**src/rtl/wvb_occupancy_monitor_pkg.sv**
```systemverilog
// Shared widths and helpers for the waveform-buffer occupancy monitor.
// The same word widths are used by the readout register maps.
package wvb_occupancy_monitor_pkg;

  localparam int L_WVB_WUSED_WIDTH = 16;
  localparam int L_OVF_CNT_WIDTH   = 16;

  typedef logic [L_WVB_WUSED_WIDTH-1:0] wused_t;
  typedef logic [L_OVF_CNT_WIDTH-1:0]   ovf_cnt_t;

  function automatic wused_t wused_max(input wused_t a, input wused_t b);
    return (a > b) ? a : b;
  endfunction

endpackage

```
**src/rtl/wvb_occupancy_monitor_if.sv**
```systemverilog
// Bundle of per-channel buffer/readout signals seen by the occupancy monitor.
// Channel i of each packed vector sits at [i*width +: width].
interface wvb_occupancy_monitor_if
  import wvb_occupancy_monitor_pkg::*;
#(
  parameter int P_N_CHAN    = 8,
  parameter int P_ADR_WIDTH = 12
) ();

  logic [P_N_CHAN*P_ADR_WIDTH-1:0]       wvb_wr_addr;
  logic [P_N_CHAN*P_ADR_WIDTH-1:0]       stop_addr;
  logic [P_N_CHAN-1:0]                   wvb_rddone;
  logic [P_N_CHAN-1:0]                   hdr_full;
  wused_t                                af_thresh;
  logic                                  stat_clr;

  logic [P_N_CHAN-1:0]                   overflow;
  logic                                  overflow_any;
  logic [P_N_CHAN*L_WVB_WUSED_WIDTH-1:0] wvb_wused;
  logic [P_N_CHAN-1:0]                   almost_full;
  logic                                  almost_full_any;
  logic [P_N_CHAN-1:0]                   ovf_sticky;
  logic [P_N_CHAN*L_OVF_CNT_WIDTH-1:0]   ovf_cnt;
  logic [P_N_CHAN*L_WVB_WUSED_WIDTH-1:0] hwm;

  modport master (
    output wvb_wr_addr, stop_addr, wvb_rddone, hdr_full, af_thresh, stat_clr,
    input  overflow, overflow_any, wvb_wused, almost_full, almost_full_any,
           ovf_sticky, ovf_cnt, hwm
  );

  modport slave (
    input  wvb_wr_addr, stop_addr, wvb_rddone, hdr_full, af_thresh, stat_clr,
    output overflow, overflow_any, wvb_wused, almost_full, almost_full_any,
           ovf_sticky, ovf_cnt, hwm
  );

endinterface

```
**src/rtl/wvb_occupancy_chan.sv**
```systemverilog
// Per-channel occupancy logic: read pointer, words used, almost-full and
// overflow statistics (sticky flag, saturating event count, high-water mark).
module wvb_occupancy_chan
  import wvb_occupancy_monitor_pkg::*;
#(
  parameter int P_ADR_WIDTH = 12
) (
  input  logic                   clk,
  input  logic                   rst,
  input  logic [P_ADR_WIDTH-1:0] wr_addr,
  input  logic [P_ADR_WIDTH-1:0] stop_addr,
  input  logic                   rddone,
  input  logic                   hdr_full,
  input  wused_t                 af_thresh,
  input  logic                   stat_clr,
  output logic                   overflow,
  output wused_t                 wused,
  output logic                   almost_full,
  output logic                   ovf_sticky,
  output ovf_cnt_t               ovf_cnt,
  output wused_t                 hwm
);

  function automatic ovf_cnt_t sat_inc(input ovf_cnt_t v);
    return (v == '1) ? v : v + ovf_cnt_t'(1);
  endfunction

  logic [P_ADR_WIDTH-1:0] last_rd_q, last_rd_d;
  logic [P_ADR_WIDTH-1:0] wused_c;
  wused_t                 wused_q, wused_d;
  wused_t                 hwm_q, hwm_d;
  ovf_cnt_t               ovf_cnt_q, ovf_cnt_d;
  logic                   af_q, af_d;
  logic                   ovf_q, ovf_d;
  logic                   sticky_q, sticky_d;
  logic                   ovf_edge;

  always_comb begin
    overflow  = hdr_full | (wr_addr == last_rd_q);
    // Modular subtraction makes write-pointer wrap-around free.
    wused_c   = wr_addr - last_rd_q - P_ADR_WIDTH'(1);
    ovf_edge  = overflow & ~ovf_q;

    last_rd_d = rddone ? stop_addr : last_rd_q;
    wused_d   = wused_t'(wused_c);
    af_d      = (wused_q >= af_thresh);
    ovf_d     = overflow;

    // A clear coinciding with an event leaves that event in the new value.
    sticky_d  = stat_clr ? overflow : (sticky_q | overflow);
    hwm_d     = stat_clr ? wused_q : wused_max(hwm_q, wused_q);
    ovf_cnt_d = ovf_cnt_q;
    if (stat_clr)
      ovf_cnt_d = ovf_edge ? ovf_cnt_t'(1) : '0;
    else if (ovf_edge)
      ovf_cnt_d = sat_inc(ovf_cnt_q);
  end

  always_ff @(posedge clk) begin
    if (rst) begin
      last_rd_q <= '1;
      wused_q   <= '0;
      af_q      <= 1'b0;
      ovf_q     <= 1'b0;
      sticky_q  <= 1'b0;
      ovf_cnt_q <= '0;
      hwm_q     <= '0;
    end else begin
      last_rd_q <= last_rd_d;
      wused_q   <= wused_d;
      af_q      <= af_d;
      ovf_q     <= ovf_d;
      sticky_q  <= sticky_d;
      ovf_cnt_q <= ovf_cnt_d;
      hwm_q     <= hwm_d;
    end
  end

  assign wused       = wused_q;
  assign almost_full = af_q;
  assign ovf_sticky  = sticky_q;
  assign ovf_cnt     = ovf_cnt_q;
  assign hwm         = hwm_q;

endmodule

```
**src/rtl/wvb_occupancy_monitor.sv**
```systemverilog
// Multi-channel waveform-buffer occupancy monitor: one independent
// occupancy channel per buffer plus the any-channel summary flags.
module wvb_occupancy_monitor
  import wvb_occupancy_monitor_pkg::*;
#(
  parameter int P_N_CHAN    = 8,
  parameter int P_ADR_WIDTH = 12
) (
  input  logic                   clk,
  input  logic                   rst,
  wvb_occupancy_monitor_if.slave bus
);

  localparam int WW = L_WVB_WUSED_WIDTH;
  localparam int CW = L_OVF_CNT_WIDTH;

  logic [P_N_CHAN-1:0]    ovf_v;
  logic [P_N_CHAN-1:0]    af_v;
  logic [P_N_CHAN-1:0]    sticky_v;
  logic [P_N_CHAN*WW-1:0] wused_v;
  logic [P_N_CHAN*CW-1:0] cnt_v;
  logic [P_N_CHAN*WW-1:0] hwm_v;

  for (genvar i = 0; i < P_N_CHAN; i++) begin : g_chan
    wvb_occupancy_chan #(
      .P_ADR_WIDTH (P_ADR_WIDTH)
    ) u_chan (
      .clk         (clk),
      .rst         (rst),
      .wr_addr     (bus.wvb_wr_addr[i*P_ADR_WIDTH +: P_ADR_WIDTH]),
      .stop_addr   (bus.stop_addr[i*P_ADR_WIDTH +: P_ADR_WIDTH]),
      .rddone      (bus.wvb_rddone[i]),
      .hdr_full    (bus.hdr_full[i]),
      .af_thresh   (bus.af_thresh),
      .stat_clr    (bus.stat_clr),
      .overflow    (ovf_v[i]),
      .wused       (wused_v[i*WW +: WW]),
      .almost_full (af_v[i]),
      .ovf_sticky  (sticky_v[i]),
      .ovf_cnt     (cnt_v[i*CW +: CW]),
      .hwm         (hwm_v[i*WW +: WW])
    );
  end

  assign bus.overflow        = ovf_v;
  assign bus.overflow_any    = |ovf_v;
  assign bus.wvb_wused       = wused_v;
  assign bus.almost_full     = af_v;
  assign bus.almost_full_any = |af_v;
  assign bus.ovf_sticky      = sticky_v;
  assign bus.ovf_cnt         = cnt_v;
  assign bus.hwm             = hwm_v;

endmodule

```
**src/flat_wrapper.sv**
```systemverilog
// flat-port wrapper written by rule: the top's interface ports become plain ports
module wvb_occupancy_monitor_flat import wvb_occupancy_monitor_pkg::*;
#(
  parameter int P_N_CHAN    = 8,
  parameter int P_ADR_WIDTH = 12
)
  (clk, rst, bus_wvb_wr_addr, bus_stop_addr, bus_wvb_rddone, bus_hdr_full, bus_af_thresh, bus_stat_clr, bus_overflow, bus_overflow_any, bus_wvb_wused, bus_almost_full, bus_almost_full_any, bus_ovf_sticky, bus_ovf_cnt, bus_hwm);
  wvb_occupancy_monitor_if #(.P_N_CHAN(P_N_CHAN), .P_ADR_WIDTH(P_ADR_WIDTH)) bus_i ();
  input  logic clk;
  input  logic rst;
  input wire logic [$bits(bus_i.wvb_wr_addr)-1:0] bus_wvb_wr_addr;
  input wire logic [$bits(bus_i.stop_addr)-1:0] bus_stop_addr;
  input wire logic [$bits(bus_i.wvb_rddone)-1:0] bus_wvb_rddone;
  input wire logic [$bits(bus_i.hdr_full)-1:0] bus_hdr_full;
  input wire logic [$bits(bus_i.af_thresh)-1:0] bus_af_thresh;
  input wire logic [$bits(bus_i.stat_clr)-1:0] bus_stat_clr;
  output wire logic [$bits(bus_i.overflow)-1:0] bus_overflow;
  output wire logic [$bits(bus_i.overflow_any)-1:0] bus_overflow_any;
  output wire logic [$bits(bus_i.wvb_wused)-1:0] bus_wvb_wused;
  output wire logic [$bits(bus_i.almost_full)-1:0] bus_almost_full;
  output wire logic [$bits(bus_i.almost_full_any)-1:0] bus_almost_full_any;
  output wire logic [$bits(bus_i.ovf_sticky)-1:0] bus_ovf_sticky;
  output wire logic [$bits(bus_i.ovf_cnt)-1:0] bus_ovf_cnt;
  output wire logic [$bits(bus_i.hwm)-1:0] bus_hwm;
  assign bus_i.wvb_wr_addr = bus_wvb_wr_addr;
  assign bus_i.stop_addr = bus_stop_addr;
  assign bus_i.wvb_rddone = bus_wvb_rddone;
  assign bus_i.hdr_full = bus_hdr_full;
  assign bus_i.af_thresh = bus_af_thresh;
  assign bus_i.stat_clr = bus_stat_clr;
  assign bus_overflow = bus_i.overflow;
  assign bus_overflow_any = bus_i.overflow_any;
  assign bus_wvb_wused = bus_i.wvb_wused;
  assign bus_almost_full = bus_i.almost_full;
  assign bus_almost_full_any = bus_i.almost_full_any;
  assign bus_ovf_sticky = bus_i.ovf_sticky;
  assign bus_ovf_cnt = bus_i.ovf_cnt;
  assign bus_hwm = bus_i.hwm;
  wvb_occupancy_monitor #(.P_N_CHAN(P_N_CHAN), .P_ADR_WIDTH(P_ADR_WIDTH)) u_core (.clk(clk), .rst(rst), .bus(bus_i));
endmodule
```
**config.mk**
```make
export PLATFORM = sky130hd
export DESIGN_NAME = wvb_occupancy_monitor_flat
export DESIGN_NICKNAME = d
export VERILOG_FILES = /design/src/rtl/wvb_occupancy_monitor_pkg.sv /design/src/rtl/wvb_occupancy_monitor_if.sv /design/src/rtl/wvb_occupancy_chan.sv /design/src/rtl/wvb_occupancy_monitor.sv /design/src/flat_wrapper.sv
export SDC_FILE = /design/constraint.sdc
export NUM_CORES = 1
export LEC_CHECK = 0
export CAP_MARGIN = 10
export CORE_AREA = 2 2 247 249
export DETAILED_ROUTE_END_ITERATION = 7
export DIE_AREA = 0 0 249 251
export PLACE_DENSITY = 0.74
export SLEW_MARGIN = 20
export SYNTH_ARGS = -nofsm -noshare
export SYNTH_HDL_FRONTEND = slang
export SYNTH_SLANG_ARGS = --single-unit
```
**constraint.sdc**
```tcl
create_clock -name clk -period 2.6 [get_ports clk]
set_input_delay 0.26 -clock clk [delete_from_list [all_inputs] [get_ports clk]]
set_output_delay 0.26 -clock clk [all_outputs]
set_load 0.02 [all_outputs]
```
## Word-level counts from Yosys, hierarchy flattened

Cells that the tools add are included.

- Word-level logic and storage cells: 242
- Input port bits: 227
- Output and inout port bits: 410
- Register bits: 504

- $add $sub $neg: 24
- Multiplexer cells: 56
- $lt $le $gt $ge: 16
- Reductions and logical operators: 18
- Bitwise logic cells: 32
- Equal/unequal tests: 32

Operators by type and width:

| kind | number |
|---|---|
| 16-bit 2-to-1 mux | 40 |
| 16-bit by 1-bit adder with 16-bit output (second input constant) | 8 |
| 16-bit equality test (second input constant) | 8 |
| 16-bit >= comparator | 8 |
| 16-bit greater-than comparator | 8 |
| 12-bit equality test | 8 |
| 12-bit by 1-bit subtractor with 12-bit output (second input constant) | 8 |
| 12-bit subtractor | 8 |
| 2-bit != test (second input constant) | 16 |
| 1-bit 2-to-1 mux | 16 |
| 1-bit OR | 16 |
| 2-bit AND reduction | 8 |
| 2-bit nonzero test | 8 |
| 8-bit OR reduction | 2 |
| 1-bit AND | 8 |
| 1-bit inverter | 8 |

## Longest topological paths before layout

Gate-level depths: netlist of run 1.

- Depth in word-level cells: 5
- Mapped depth: 10
- Gate-level depth less buffers: 10

## By module

A second synthesis of run 1 with hierarchy kept.

- Cell total of the unflattened synthesis: 3091
- Area total of the unflattened synthesis: 26305.2 um^2

By module, submodules not included:

| module | times used | area an instance (um^2) | cells each | sequential area each (um^2) |
|---|---|---|---|---|
| wvb_occupancy_chan (u_core.g_chan[1].u_chan ...) | 5 | 3293.2 | 392 | 1101.1 |
| wvb_occupancy_chan (u_core.g_chan[3].u_chan) | 1 | 3377.0 | 388 | 1101.1 |
| wvb_occupancy_chan (u_core.g_chan[0].u_chan) | 1 | 3221.8 | 369 | 1101.1 |
| wvb_occupancy_chan (u_core.g_chan[4].u_chan) | 1 | 3208.1 | 368 | 1101.1 |
| wvb_occupancy_monitor | 1 | 32.5 | 6 | 0.0 |

## Least setup slack after synthesis of run 1

Ideal clock, no wire load.

- Path type: reg2reg
- Start: reg u_core.g_chan[1].u_chan.wused_q[1]
- End: reg u_core.g_chan[1].u_chan.hwm_q[10]
- Data required time: 2.472 ns
- Buffers on the path: 1
- Arrival: 2.125 ns
- Setup slack: 0.347 ns
- Cell stages (with the launch flop): 10
- Path through: dfxtp_1 > inv_1 > ha_1 > nor2b_1 > o211ai_1 > a211o_1 > a311oi_2 > buf_2 > mux2i_1 > nor2_1

- Longest elaborated chain between the ends: 2

Ends and longest elaborated chain:

| element | RTL line | source |
|---|---|---|
| start, declared | wvb_occupancy_chan.sv:30 | `wused_t wused_q, wused_d;` |
| start signal, assigned | wvb_occupancy_chan.sv:70 | `wused_q <= wused_d;` |
| 16-bit greater-than comparator | wvb_occupancy_monitor_pkg.sv:12 | `return (a > b) ? a : b;` |
| 2-bit != test (no source line) | -- |  |
| end signal, assigned | wvb_occupancy_chan.sv:75 | `hwm_q <= hwm_d;` |
| end, declared | wvb_occupancy_chan.sv:31 | `wused_t hwm_q, hwm_d;` |

No other way between the ends.
A chain may end at the register's enable or synchronous reset.

## Final worst setup path of run 1

- Start: reg u_core.g_chan[3].u_chan.last_rd_q[1]
- End: out bus_overflow_any

- Longest elaborated chain between the ends: 3

Ends and longest elaborated chain:

| element | RTL line | source |
|---|---|---|
| start, declared | wvb_occupancy_chan.sv:28 | `logic [P_ADR_WIDTH-1:0] last_rd_q, last_rd_d;` |
| start signal, assigned | wvb_occupancy_chan.sv:69 | `last_rd_q <= last_rd_d;` |
| 12-bit equality test | wvb_occupancy_chan.sv:39 | `overflow = hdr_full \| (wr_addr == last_rd_q);` |
| 1-bit OR | wvb_occupancy_chan.sv:39 |  |
| 8-bit OR reduction | wvb_occupancy_monitor.sv:46 | `assign bus.overflow_any = \|ovf_v;` |
| end, declared | flat_wrapper.sv:18 | `output wire logic [$bits(bus_i.overflow_any)-1:0] bus_overflow_any;` |

No other way between the ends.

==> results of run 1 <==
power groups by stage:
stage               clock network, mW  logic [mW]  registers, mW
finish                           7.41        5.67           7.77
global placement                    0        5.35           7.88
floorplan                           0        2.84           8.16
global route                     7.79        6.19           7.82
detailed placement                  0        5.45           7.90
CTS                              7.54        5.59           7.75
sequential cells by signal, summed over array words and instances, names as in the netlist:
name                              flops
u_core.g_chan.u_chan.almost_full      8
u_core.g_chan.u_chan.hwm             96
u_core.g_chan.u_chan.last_rd_q       96
u_core.g_chan.u_chan.ovf_cnt        128
u_core.g_chan.u_chan.ovf_q            8
u_core.g_chan.u_chan.ovf_sticky       8
u_core.g_chan.u_chan.wused           96
metrics by stage:
stage	TNS [ns]	util, %	total power [mW]	std cells
2_1_floorplan	0	-	11.0	2874
4_1_cts	-0.550	57.5	20.9	4345
5_1_grt	-0.294	58.0	21.8	4350
3_5_place_dp	-2.97	53.8	13.3	4238
6_report	-0.216	58.0	20.8	4352
3_3_place_gp	-2.47	53.8	13.2	4238
synth_stat cells (all sizes together), types with 19 or more instances:
master | count | area share, %
nor4 | 19 | 0.70
nand4 | 70 | 1.8
a211oi | 19 | 0.59
mux2i | 112 | 4.5
nor2 | 341 | 5.2
buf | 106 | 3.0
ha | 288 | 15
dfxtp | 440 | 35
and4 | 39 | 1.4
a21oi | 132 | 2.7
nand3 | 38 | 0.77
xor2 | 90 | 3.2
and3 | 24 | 0.60
nand2 | 184 | 2.8
nor2b | 45 | 1.1
o211ai | 117 | 3.5
xnor2 | 64 | 2.3
clkbuf | 61 | 0.92
inv | 247 | 3.7
o21ai | 73 | 1.5
a21o | 71 | 2.1
nor3 | 51 | 1.1
final cells by class:
| type | instances | area [um^2] |
|---|---|---|
| Clock buffer | 76 | 1550 |
| Timing Repair Buffer | 766 | 7260 |
| Tap cell | 782 | 978 |
| Inverter | 247 | 932 |
| Antenna cell | 4 | 10.0 |
| Clock inverter | 16 | 190 |
| Fill cell | 5163 | 25100 |
| Sequential cell | 440 | 8830 |
| Multi-Input combinational cell | 2021 | 14900 |
worst min path at each step:
stage                                                end  slack (ns)  cells past startpoint
floorplan           u_core.g_chan[0].u_chan.last_rd_q[0]        0.39                      2
global placement      u_core.g_chan[6].u_chan.ovf_sticky        0.43                      1
detailed placement    u_core.g_chan[2].u_chan.ovf_sticky        0.44                      1
CTS                 u_core.g_chan[3].u_chan.last_rd_q[1]        0.20                      3
global route        u_core.g_chan[7].u_chan.last_rd_q[4]        0.23                      3
finish              u_core.g_chan[3].u_chan.last_rd_q[1]        0.24                      3
tightest hold or removal path: stages:
cell,delay (ns)
sky130_fd_sc_hd__clkdlybuf4s50_1,0.39
sky130_fd_sc_hd__nand2_1,0.06
sky130_fd_sc_hd__o211ai_1,0.07
timing repair:
| action | CTS | global route |
|---|---|---|
| setup buffers | 17 | 6 |
| pin swaps | 15 | 14 |
| cloned | 0 | 1 |
| resized for setup | 91 | 49 |
| hold buffers | 1 | 0 |
| endpoints found under the setup margin | 9 | 28 |
| endpoints found under the hold margin | 3 | 0 |
cells by family after synthesis:
| logic type | after synthesis |
|---|---|
| flops | 440 |
| compound gates | 515 |
| simple gates | 870 |
| xor+xnor | 154 |
| buf+inv | 414 |
| other cells | 1 |
| mux | 121 |
| fa+ha+maj | 296 |
per-layer routing:
metal / vias to the layer above / wire (um)
met4: 2 / 2460
met3: 125 / 5260
li1: 11200 / -
met2: 654 / 38000
met1: 10700 / 36100
met5: - / 13
==> results.rst, run 1 <==
.. list-table::
   :header-rows: 1

   * - Metric
     - Value
   * - Outcome
     - finished, violations left
   * - Violated checks
     - negative setup slack
   * - I/O pin total
     - 637
   * - Reg2Reg Capture Point
     - u_core.g_chan[1].u_chan.ovf_cnt[10]
   * - Fraction of layout instances using a drive strength above 1
     - 11.7%
   * - Number of endpoints with negative hold slack in the final report
     - 0
   * - Stages on worst setup path
     - 8
   * - Combined buffer and inverter count along the critical path
     - 4
   * - Clock transition at the registers of the reported paths
     - 0.06 ns
   * - Commonest cells after routing, fill and taps aside
     - sky130_fd_sc_hd__clkdlybuf4s50_1 (562), sky130_fd_sc_hd__dfxtp_1 (425), sky130_fd_sc_hd__nor2_1 (341), sky130_fd_sc_hd__ha_1 (254), sky130_fd_sc_hd__inv_1 (226)
   * - Shortest period the worst path allows
     - 2.82 ns
   * - Most frequent cell on the critical path
     - sky130_fd_sc_hd__buf_6
   * - Share of the clock period used by the worst path
     - 108%
   * - Y dimension of the die
     - 251 um
   * - CTS tree
     - built
   * - Area of the mapped netlist
     - 24800 um^2
   * - First-pass iteration count of the detailed router
     - 6
   * - Fraction of met1 tracks used by global routing
     - 32.1%
   * - # nets final
     - 4050
   * - Placer's final routability congestion estimate
     - 0.920
   * - Critical path capture point
     - bus_overflow_any
   * - Switching Share
     - 31.0%
   * - Xor-xnor portion of the synthesized cell area
     - 5.50%
   * - Initial antenna violation count
     - 3
   * - Pin count of the biggest net entering global routing
     - 110
   * - Area after DPL
     - 32200 um^2
   * - Internal power
     - 14.4 mW
   * - Critical Path Source
     - u_core.g_chan[3].u_chan.last_rd_q[1]
   * - Primary FF master, synth
     - sky130_fd_sc_hd__dfxtp_1
   * - YS warnings
     - 0
   * - Total clock buffers created by CTS
     - 51
   * - Maximum operating frequency
     - 0.355 GHz
   * - Half-perimeter wire length after detailed placement
     - 63.1 mm
   * - Clock share of power
     - 35.5%
   * - Max FO, Critical Path
     - 2
   * - Number of failing setup endpoints in the final timing report
     - 1
   * - Simple-gate share of the synthesized area
     - 17.1%
   * - Routed wire length
     - 81.9 mm
   * - Transition time of the tightest slew-check pin
     - 0.786 ns
   * - Dominant combinational cell family by area after synthesis
     - simple AND/OR/NAND/NOR gates
   * - Critical-path cell with the highest stage delay
     - sky130_fd_sc_hd__or4_4
   * - Critical-path cell list
     - inv_2 > ha_4 > and4_1 > a41oi_2 > buf_6 > inv_4 > or4_4 > buf_6
   * - Reg2reg start
     - u_core.g_chan[1].u_chan.last_rd_q[9]
   * - Worst path required time
     - 2.34 ns
   * - Port bufs
     - 572
   * - Area delta synth->final
     - 39.7%
   * - Dominant delay contributor by cell family on the critical path
     - simple AND/OR/NAND/NOR gates
   * - Sequential group share of total power
     - 37.3%
   * - Total die area
     - 62500 um^2
   * - Initial Utilization
     - 41.5%
   * - Synth Instances
     - 2811
   * - Category of the worst setup path capture point
     - output port
   * - Post-synthesis mux area share
     - 4.92%
   * - Worst hold start
     - bus_stop_addr[37]
   * - Maximum root-to-sink buffer count
     - 3
   * - Portion of total power attributed to combinational logic
     - 27.2%
   * - Syn_area_per_cell
     - 8.84 um^2
   * - VDD IR-drop max
     - 0.000456 V
   * - Largest incremental delay on the critical path
     - 0.54 ns
   * - Static power due to leakage
     - 14.7 nW
   * - Worst Hold Slack
     - 0.236 ns
   * - Cell area after layout
     - 34700 um^2
   * - Clock Sink Count
     - 440
   * - Cell variety after synth
     - 66
   * - Detail-routed via count per cell
     - 5.20
   * - Worst Setup Slack, final
     - -0.216 ns
   * - Via count of the first global-routing pass
     - 21500
   * - Wirelength per Cell
     - 18.8 um
   * - Detailed Route Iter0 Violations
     - 1148
   * - Clock tree root buffer cell
     - sky130_fd_sc_hd__clkbuf_16
   * - Startpoint type of the worst setup path
     - register
   * - Flip-flop and latch count after synthesis
     - 440
   * - Number of cell rows
     - 90
   * - Placeable core area
     - 59800 um^2
   * - Class of the tightest hold or removal check
     - in2reg
   * - Wire length of the first global-routing pass
     - 124 mm
   * - Depth of the most critical reg-to-reg path
     - 14
   * - CP Class
     - reg2out
   * - H-tree Lvls
     - 2
   * - Maximum capacitance violations
     - 0
   * - Global Route met3 Usage
     - 5.53%
   * - Unrepaired setup endpoints after global routing
     - true
   * - Count of flip-flops with a built-in enable after synthesis
     - 0
   * - Width of the chip
     - 249 um
   * - Total number of vias
     - 22600
   * - Commonest non-fill, non-tap cell in the layout
     - sky130_fd_sc_hd__clkdlybuf4s50_1
   * - Worst rel slew slack
     - 47.4%
   * - Global route overflow
     - 0
   * - Post-synthesis compound-gate area fraction
     - 14.2%
   * - Switch Pwr
     - 6.47 mW
   * - Synth Area in Adders
     - 15.1%
   * - Ys async rst share
     - 0%
   * - Slack of the worst reg-to-reg path
     - 0.13 ns
   * - Residual DRC
     - 0
   * - Power per cell area
     - 601 nW/um^2
   * - All-layer global routing usage
     - 25.1%
   * - Worst slack at placement
     - -0.234 ns
   * - Global Route met2 Usage
     - 41.9%
   * - Share of the yosys chip area belonging to registers
     - 35.5%
   * - Fin. max-slew vios
     - 0
   * - ANT nets after route
     - 0
   * - Worst-case clock skew
     - 0.0160 ns
   * - Busiest layer in global routing
     - met2
   * - Crit path DAT
     - 2.56 ns
   * - Worst-Skew Late Latency
     - 0.60 ns
(Power assumes the default switching activity.)
==> inputs of run 2 (changes only) <==
Settings changed: GPL_TIMING_DRIVEN set to 0.
==> run 2 against run 1 <==
Maximum frequency down 1.8%. Critical endpoint unchanged. Highest routed layer unchanged. The run still ends with negative setup slack left. Register-to-register slack about the same. Clock skew down 0.0014 ns.
==> results.rst, run 2 (synthesis gave the netlist of run 1 again) <==
.. list-table::
   :header-rows: 1

   * - Metric
     - Value
   * - Maximum capacitance violations
     - 0
   * - I/O pin total
     - 637
   * - Routed wire length
     - 91.2 mm
   * - Internal power
     - 14.6 mW
   * - Worst-Skew Late Latency
     - 0.61 ns
   * - Switching Share
     - 31.5%
   * - Total clock buffers created by CTS
     - 51
   * - Wirelength per Cell
     - 20.8 um
   * - Number of flip-flops under the largest register name
     - 128
   * - Critical Path Source
     - u_core.g_chan[3].u_chan.last_rd_q[4]
   * - Width of the chip
     - 249 um
   * - Crit path DAT
     - 2.61 ns
   * - Max FO, Critical Path
     - 2
   * - CP Class
     - reg2out
   * - Reg2reg start
     - u_core.g_chan[1].u_chan.last_rd_q[8]
   * - Fin. max-slew vios
     - 0
   * - Unrepaired setup endpoints after global routing
     - true
   * - Clock Sink Count
     - 440
   * - Violated checks
     - negative setup slack
   * - Total number of vias
     - 23300
   * - Startpoint type of the worst setup path
     - register
   * - Worst rel slew slack
     - 26.6%
   * - Total die area
     - 62500 um^2
   * - Worst path required time
     - 2.34 ns
   * - Sequential group share of total power
     - 36.6%
   * - Number of endpoints with negative hold slack in the final report
     - 0
   * - Worst Hold Slack
     - 0.230 ns
   * - Detail-routed via count per cell
     - 5.30
   * - Largest incremental delay on the critical path
     - 0.57 ns
   * - Initial Utilization
     - 41.5%
   * - Y dimension of the die
     - 251 um
   * - Static power due to leakage
     - 14.7 nW
   * - Switch Pwr
     - 6.71 mW
   * - Most frequent cell on the critical path
     - sky130_fd_sc_hd__inv_2
   * - Outcome
     - finished, violations left
   * - Via count of the first global-routing pass
     - 22400
   * - Shortest period the worst path allows
     - 2.87 ns
   * - Dominant delay contributor by cell family on the critical path
     - simple AND/OR/NAND/NOR gates
   * - Maximum operating frequency
     - 0.349 GHz
   * - Placeable core area
     - 59800 um^2
   * - Critical-path cell list
     - inv_2 > ha_4 > and4_4 > a41oi_4 > inv_2 > or4_4 > buf_6
   * - CTS tree
     - built
   * - Number of failing setup endpoints in the final timing report
     - 2
   * - All-layer global routing usage
     - 28.0%
   * - Global route overflow
     - 0
   * - Area delta synth->final
     - 42.0%
   * - Fraction of layout instances using a drive strength above 1
     - 13.0%
   * - Detailed Route Iter0 Violations
     - 1355
   * - # nets final
     - 4074
   * - Worst-case clock skew
     - 0.0146 ns
   * - Share of the clock period used by the worst path
     - 110%
   * - Category of the worst setup path capture point
     - output port
   * - Power per cell area
     - 604 nW/um^2
   * - Wire length of the first global-routing pass
     - 135 mm
   * - Critical-path cell with the highest stage delay
     - sky130_fd_sc_hd__or4_4
   * - Initial antenna violation count
     - 18
   * - Number of cell rows
     - 90
   * - Transition time of the tightest slew-check pin
     - 1.10 ns
   * - Clock transition at the registers of the reported paths
     - 0.06 ns
   * - Half-perimeter wire length after detailed placement
     - 68.0 mm
   * - Class of the tightest hold or removal check
     - in2reg
   * - Port bufs
     - 571
   * - Final design utilization
     - 59.0%
   * - Maximum root-to-sink buffer count
     - 3
   * - Clock share of power
     - 36.1%
   * - ANT nets after route
     - 0
   * - Clock tree root buffer cell
     - sky130_fd_sc_hd__clkbuf_16
   * - VDD IR-drop max
     - 0.000497 V
   * - Placer's final routability congestion estimate
     - 0.918
   * - H-tree Lvls
     - 2
   * - Portion of total power attributed to combinational logic
     - 27.3%
   * - Combined buffer and inverter count along the critical path
     - 3
   * - Residual DRC
     - 0
   * - Worst Setup Slack, final
     - -0.268 ns
   * - Commonest cells after routing, fill and taps aside
     - sky130_fd_sc_hd__clkdlybuf4s50_1 (562), sky130_fd_sc_hd__dfxtp_1 (413), sky130_fd_sc_hd__nor2_1 (340), sky130_fd_sc_hd__ha_1 (214), sky130_fd_sc_hd__inv_1 (211)
   * - Worst hold start
     - bus_stop_addr[45]
   * - Pin count of the biggest net entering global routing
     - 14
   * - Commonest non-fill, non-tap cell in the layout
     - sky130_fd_sc_hd__clkdlybuf4s50_1
   * - First-pass iteration count of the detailed router
     - 5
-- run 2: cell types whose count changed in the layout (fill, tap and decap cells not counted), sizes merged, moves of 2 or more --
cell and change:
clkbuf +54, buf -34, diode +8, bufinv +4, clkinv +10, inv -2
clkinvlp -2
-- run 2: layout make-up --
type                    instances  area, um^2
fillers                      5111       24500
flip-flops and latches        440        8840
inverters                     247         931
clock buffers                  69        1450
well taps                     782         978
diodes                         12        30.0
clock inverters                26         330
multi-input cells            2020       15600
plain buffers                 166         997
repair buffers                625        6170
-- run 2: metrics by stage --
step	worst slack (ns)	TNS, ns	power, mW	instances	area (um^2)
after floorplan	0.347	0	11.0	2874	25100
after global placement	-1.72	-261.47	13.1	4227	31800
after detailed placement	-1.13	-118.73	13.2	4227	31800
after CTS	-0.285	-1.18	21.2	4354	34900
after global routing	-0.324	-0.450	22.2	4381	35300
final	-0.268	-0.299	21.3	4387	35300
-- run 2: final timing paths --
path	slack (ns)	cells past startpoint	to
hold / removal	0.23	3	u_core.g_chan[3].u_chan.last_rd_q[9]
hold reg to reg	0.45	1	u_core.g_chan[7].u_chan.ovf_sticky
setup / recovery	-0.27	7	bus_overflow_any
setup reg to reg	0.12	11	u_core.g_chan[1].u_chan.ovf_cnt[10]
-- run 2: per-layer routing --
metal  track usage, %  vias to the layer above  wire length (um)
met1             34.3                    10900             37500
met4             11.3                       14              3900
met5                0                        -                87
met3             6.92                      206              6990
met2             47.1                      883             42700
li1                 -                    11200                 -
-- run 2: worst reg2reg max path: cells and delay by family, from the launching register on --
| kind | cells | cell delay (ns) |
|---|---|---|
| buf+inv | 4 | 0.47 |
| flops | 1 | 0.32 |
| compound gates | 2 | 0.67 |
| simple gates | 3 | 0.48 |
| fa+ha+maj | 1 | 0.25 |
| xor+xnor | 1 | 0.18 |
-- run 2: power by group through the flow --
stage / registers, mW / logic, mW / clock network, mW
3_3_place_gp: 7.91 / 5.19 / 0
4_1_cts: 7.78 / 5.62 / 7.79
5_1_grt: 7.85 / 6.31 / 8.08
6_report: 7.80 / 5.81 / 7.70
2_1_floorplan: 8.16 / 2.84 / 0
3_5_place_dp: 7.92 / 5.28 / 0
-- run 2: what timing repair did --
item,CTS,global route
pin swaps,25,31
resized for setup,190,89
endpoints found under the setup margin,92,113
setup buffers,33,28
hold buffers,0,0
